$ cat src/rtl/demo_scene_sequencer.sv
// Frame-level scene controller: start-of-vblank tick, frame counter, and a
// fade-in/show/fade-out/switch scene FSM that gates the PCG noise overlay.
module demo_scene_sequencer #(
  parameter int NUM_SCENES   = 4,
  parameter int SCENE_FRAMES = 240,
  parameter int V_VISIBLE    = 480
) (
  input  logic       clk,
  input  logic       reset,
  input  logic [9:0] hpos,
  input  logic [9:0] vpos,
  input  logic       display_on,
  input  logic       hold,
  input  logic       skip,
  output logic       frame_tick,
  output logic [9:0] frame_count,
  output logic [1:0] scene_id,
  output logic [3:0] fade_level,
  output logic [1:0] phase,
  output logic       noise_en,
  output logic       prng_reseed,
  output logic       prng_step
);

  typedef enum logic [1:0] {
    FADE_IN  = 2'd0,
    SHOW     = 2'd1,
    FADE_OUT = 2'd2,
    SWITCH   = 2'd3
  } phase_t;

  localparam logic [9:0] TICK_ROW   = 10'(V_VISIBLE);
  localparam logic [7:0] SHOW_LAST  = 8'(SCENE_FRAMES - 1);
  localparam logic [1:0] SCENE_LAST = 2'(NUM_SCENES - 1);

  phase_t     state;
  logic [7:0] timer;
  logic       skip_pend;
  logic       step_q;

  always_ff @(posedge clk) begin
    if (reset) begin
      frame_tick  <= 1'b0;
      frame_count <= '0;
      scene_id    <= '0;
      fade_level  <= '0;
      timer       <= '0;
      skip_pend   <= 1'b0;
      step_q      <= 1'b0;
      state       <= FADE_IN;
    end else begin
      frame_tick <= (hpos == 10'd0) && (vpos == TICK_ROW);
      step_q     <= display_on;
      if (frame_tick) frame_count <= frame_count + 10'd1;

      case (state)
        FADE_IN: begin
          if (skip) skip_pend <= 1'b1;
          if (frame_tick) begin
            if (fade_level == 4'd15) begin
              state <= SHOW;
              timer <= '0;
            end else begin
              fade_level <= fade_level + 4'd1;
            end
          end
        end
        SHOW: begin
          // skip_pend is the pre-edge value, so a skip landing on a tick waits for the next one
          if (frame_tick && (skip_pend || (!hold && timer == SHOW_LAST))) begin
            state     <= FADE_OUT;
            skip_pend <= 1'b0;
          end else begin
            if (skip) skip_pend <= 1'b1;
            if (frame_tick && !hold) timer <= timer + 8'd1;
          end
        end
        FADE_OUT: begin
          skip_pend <= 1'b0;
          if (frame_tick) begin
            if (fade_level == 4'd0) state <= SWITCH;
            else fade_level <= fade_level - 4'd1;
          end
        end
        default: begin
          skip_pend  <= 1'b0;
          scene_id   <= (scene_id == SCENE_LAST) ? 2'd0 : scene_id + 2'd1;
          fade_level <= '0;
          timer      <= '0;
          state      <= FADE_IN;
        end
      endcase
    end
  end

  // Pure decodes of registers: no input reaches an output combinationally.
  assign phase       = state;
  assign noise_en    = (state == FADE_IN) || (state == FADE_OUT);
  assign prng_reseed = frame_tick;
  assign prng_step   = step_q & ~frame_tick;

endmodule

$ cat config.mk
export PLATFORM = sky130hd
export DESIGN_NAME = demo_scene_sequencer
export DESIGN_NICKNAME = d
export VERILOG_FILES = /design/src/rtl/demo_scene_sequencer.sv
export SDC_FILE = /design/constraint.sdc
export NUM_CORES = 1
export LEC_CHECK = 0
export ABC_AREA = 1
export BUFFER_PORTS_ARGS = -buffer_cell sky130_fd_sc_hd__buf_2
export CAP_MARGIN = 40
export CORE_UTILIZATION = 56
export DETAILED_ROUTE_END_ITERATION = 7
export HOLD_SLACK_MARGIN = 0.12
export PLACE_DENSITY = 0.86
export SYNTH_ARGS = -nofsm -noshare
export SYNTH_HDL_FRONTEND = slang
export SYNTH_SLANG_ARGS = --single-unit
$ cat constraint.sdc
create_clock -name clk -period 2.8 [get_ports clk]
set_clock_uncertainty 0.1 [all_clocks]
set_input_delay 0.42 -clock clk [delete_from_list [all_inputs] [get_ports clk]]
set_output_delay 0.42 -clock clk [all_outputs]
set_load 0.02 [all_outputs]
== Word level (Yosys, flattened, before mapping) ==
Cells that the tools add are included.

* Register bits: 29
* Output and inout bits: 22
* Logic and storage cells: 66
* Bits of input ports: 25

* Muxes and demuxes: 20
* Eq/ne operators: 15
* Reductions and logical operators: 14
* Add/sub/neg operators: 5
* Bitwise gates (word level): 4

{| class="wikitable"
|+ Operator list
! kind !! number
|-
| $mux W8 || 4
|-
| $pmux W8 S3 || 1
|-
| $ne A2 B2 Y1 const B || 9
|-
| $mux W4 || 4
|-
| $reduce_and A5 Y1 || 3
|-
| $mux W2 || 6
|-
| $pmux W4 S3 || 1
|-
| $add A10 B1 Y10 const B || 1
|-
| $eq A10 B9 Y1 const B || 1
|-
| $logic_not A10 Y1 || 1
|-
| $add A8 B1 Y8 const B || 1
|-
| $eq A8 B8 Y1 const B || 1
|-
| $pmux W2 S3 || 1
|-
| $add A4 B1 Y4 const B || 1
|-
| $eq A2 B2 Y1 const B || 2
|-
| $eq A4 B4 Y1 const B || 1
|-
| $logic_and A1 B1 Y1 || 4
|-
| $logic_not A4 Y1 || 1
|-
| $sub A4 B1 Y4 const B || 1
|-
| $not A1 Y1 || 3
|-
| $reduce_or A3 Y1 || 1
|-
| $add A2 B1 Y2 const B || 1
|-
| $eq A2 B1 Y1 const B || 1
|-
| $logic_not A2 Y1 || 1
|-
| other kinds (5) || 7
|}

== Depth between registers and ports, before layout ==
* Word-level depth: 6
* Depth in mapped cells: 10
* Mapped depth without buffers: 10

== Least setup slack after synthesis ==
No wires, ideal clock.

* Kind: flip-flop to flip-flop
* From: reg state[0] (netlist: phase[0])
* To: reg fade_level[3]
* Arrival: 1.737 ns
* Slack: 0.892 ns
* Buffers on the path: 0
* Stages on the path, launching flop included: 9
* Setup time: 0.071 ns
* Data required time: 2.629 ns
* Cell sequence: dfxtp_1 inv_1 ha_1 ha_1 a21oi_1 nand2_1 xnor2_1 nand3_1 a21oi_1

* Cells in the longest elaborated chain, start to end: 3

{| class="wikitable"
|+ Ends and longest elaborated chain
! what !! RTL line !! source
|-
| start: declaration || 36 || <nowiki>phase_t state;</nowiki>
|-
| start signal: assignment || 50 || <nowiki>state <= FADE_IN;</nowiki>
|-
| start signal: assignment || 61 || <nowiki>state <= SHOW;</nowiki>
|-
| start signal: assignment || 71 || <nowiki>state <= FADE_OUT;</nowiki>
|-
| $eq A2 B2 Y1 (tied with other cells) || 56 || <nowiki>case (state)</nowiki>
|-
| $ne A2 B2 Y1 (no line) / $not A1 Y1 (equally long branches) || -- ||
|-
| $reduce_and A5 Y1 (no line) || -- ||
|-
| end signal: assignment || 64 || <nowiki>fade_level <= fade_level + 4'd1;</nowiki>
|-
| end signal: assignment || 82 || <nowiki>else fade_level <= fade_level - 4'd1;</nowiki>
|-
| end: declaration || 18 || <nowiki>output logic [3:0] fade_level,</nowiki>
|}

Parallel ways exist; a longest one is shown, timed or not.
A chain may end at the register's enable or synchronous reset.

== Final worst setup path ==
* From: reg state[0] (netlist: phase[0])
* To: out noise_en

* Cells in the longest elaborated chain, start to end: 2

{| class="wikitable"
|+ Ends and longest elaborated chain
! what !! RTL line !! source
|-
| $eq A2 B2 Y1 / $logic_not A2 Y1 (equally long branches) || 98 || <nowiki>assign noise_en = (state == FADE_IN) || (state == FADE_OUT);</nowiki>
|-
| $logic_or A1 B1 Y1 (*) || 98 ||
|-
| end: declaration || 20 || <nowiki>output logic noise_en,</nowiki>
|}

Mark *: on every way between the ends. The rest lies on a longest branch, timed or not.

==> impl_metrics.ini <==
[sta]
final.min_clock_period_ns = 2.07
fmax_mhz = 484
worst_pin_slew_ns = 0.625
maxSlewHeadroom_pct = 58.3
setup_viol = 0
whs_ns = 0.194
hold_violations = 0
slew_violations = 0
rsz0062_at_grt = false
finalCritPeriodShare_pct = 73.8
fin_tns_setup_ns = 0

[final_layout]
layout_commonest_cell = nand2_1
final_area_um2 = 2110
final_cell_mix = nand2_1, buf_2, nor2_1
syn_to_final_growth_pct = 14.6
final_util_pct = 68.4
drive_gt1_share_pct = 26.8
layout.nets = 336
diodes = 0
nFillCells = 287

[detailed_routing]
wirelength_met1_um = 1590
dr.max_layer_used = met4
drtIter0Drc = 65
drt-total-wl_um = 3560
viasPerCell = 5.16
drc = 0
via_count = 1785
dr_wl_met3_um = 245
dr_wl_met2_um = 1650
firstDrtPassIters = 4
detail-route-antenna-nets = 0
wl_per_cell_um = 10.3

[cts]
cts.reportedPaths.clkPinSlew_ns = 0.09
root_buffer = clkbuf_4
htreeDepth = 2
clock_sinks = 29
clk_path_buf_depth = 2
cts_tree = done
hold_buffers = 0
clk_latency_ns = 0.34
post-cts-setup-buffers = 0
cts_buffers = 5
post_cts_resized = 0

[yosys]
ys_top_cells_by_area = dfxtp_1, nand2_1, nor2_1
ys_seq_area_share_pct = 31.6
synth_cell_type_count = 38
netlist_area_um2 = 1840
synth_top_area_share_pct = 31.6
postSynthCellCount = 256
yosysTopAreaCell = dfxtp_1
syn_nets = 291
synth.avg_cell_area_um2 = 7.17
ys_warn_count = 0
ys_ff_latch = 29

[placed_design]
gp_congestion = 0.813
dpl-instance-area_um2 = 2040
io_buffers = 46
hpwl_um = 2690

[global_route]
grt_overflow_total = 0
grt_antenna_before_repair = 0
grt_pass1_vias = 1564
grt_pass1_wl_um = 6220
grt_max_degree = 21
grt.total_usage_pct = 23.3

[die]
dieArea_um2 = 3510
rows = 20
die_w_um = 59.3
pin_count = 47
initial_utilization_pct = 59.7
coreArea_um2 = 3080
die_h_um = 59.3

[power_and_ir_drop]
p_leak_nw = 0.965
total_power_mw = 0.745
ir_drop_v = 0.000287
power.density_nw_per_um2 = 354

[worst_setup_path]
cp-start-kind = flop
worstPathMaxFanout = 7
critPathRequiredTime_ns = 2.28
end_kind = output port
critPathKind = flop to output port
arrival_ns = 1.55

[min_path]
hold_class = primary input to flop

[run]
drv_cap = 0

[run_status]
outcome = finished clean
-- power by group --
group | switching (mW) | internal, mW | total [mW]
clock | 0.149 | 0.145 | 0.294
combinational | 0.0184 | 0.0181 | 0.0365
sequential | 0.000585 | 0.414 | 0.414
-- per-stage QoR --
| step | setup WS [ns] | cells |
|---|---|---|
| floorplan | 0.892 | 256 |
| global placement | 0.996 | 338 |
| detailed placement | 0.867 | 338 |
| CTS | 0.716 | 346 |
| global route | 0.617 | 346 |
| finish | 0.733 | 346 |
-- kinds of logic (layout without fill, tap and decap cells) --
family | after synthesis | count (layout) | synth area share, %
flops | 29 | 29 | 31.6
compound gates | 31 | 31 | 9.61
xor+xnor | 3 | 3 | 1.43
buf+inv | 38 | 84 | 10.8
simple gates | 145 | 145 | 39.3
fa+ha+maj | 10 | 10 | 7.22
-- cells in the mapped netlist, drive strengths merged --
master   n
o21ai    7
o21a     1
fa       1
ha       9
inv     29
nand3   29
nand4    4
nor3     7
dfxtp   29
xnor2    2
buf      5
or4      1
nor2    41
a31oi    1
nand2   55
o21bai   1
or2      3
clkinv   1
nand3b   2
a21oi   21
nor4     3
clkbuf   3
xor2     1
-- final timing paths --
path | endpoint | slack, ns | start | cells past startpoint
hold / removal | step_q$_SDFF_PP0_ | 0.19 | display_on | 3
setup / recovery | noise_en | 0.73 | phase[0]$_SDFFE_PP0P_ | 5
setup reg to reg | fade_level[3]$_SDFFE_PP0P_ | 0.82 | phase[0]$_SDFFE_PP0P_ | 8
hold reg to reg | frame_count[9]$_SDFFE_PP0P_ | 0.40 | frame_count[9]$_SDFFE_PP0P_ | 2
-- worst max-delay path, cell delays in order, from the launching register on --
cell and delay (ns):
dfxtp_1 0.40, inv_1 0.10, ha_1 0.31, inv_2 0.12, nand2_2 0.10, buf_2 0.18
-- flip-flops by register name (all words and copies together), names as in the netlist --
name and cells:
frame_count 10, timer 8, fade_level 4, phase 2, scene_id 2, frame_tick 1
skip_pend 1, step_q 1
-- cell type report --
cell class	count	area (um2)	share of cell area, %
multi-input cells	189	1060	50.2
flip-flops and latches	29	581	27.6
repair buffers	46	230	10.9
inverters	30	113	5.35
clock buffers	7	65.1	3.09
well taps	44	55.1	2.61
clock inverters	1	5.00	0.238
-- per-layer routing --
| metal | global-route usage, % | up-vias |
|---|---|---|
| li1 | - | 919 |
| met1 | 27.3 | 792 |
| met2 | 40.9 | 64 |
| met3 | 5.02 | 10 |
| met4 | 9.18 | 0 |
| met5 | 0 | - |
Note: power is estimated with default switching activity, not from simulation.
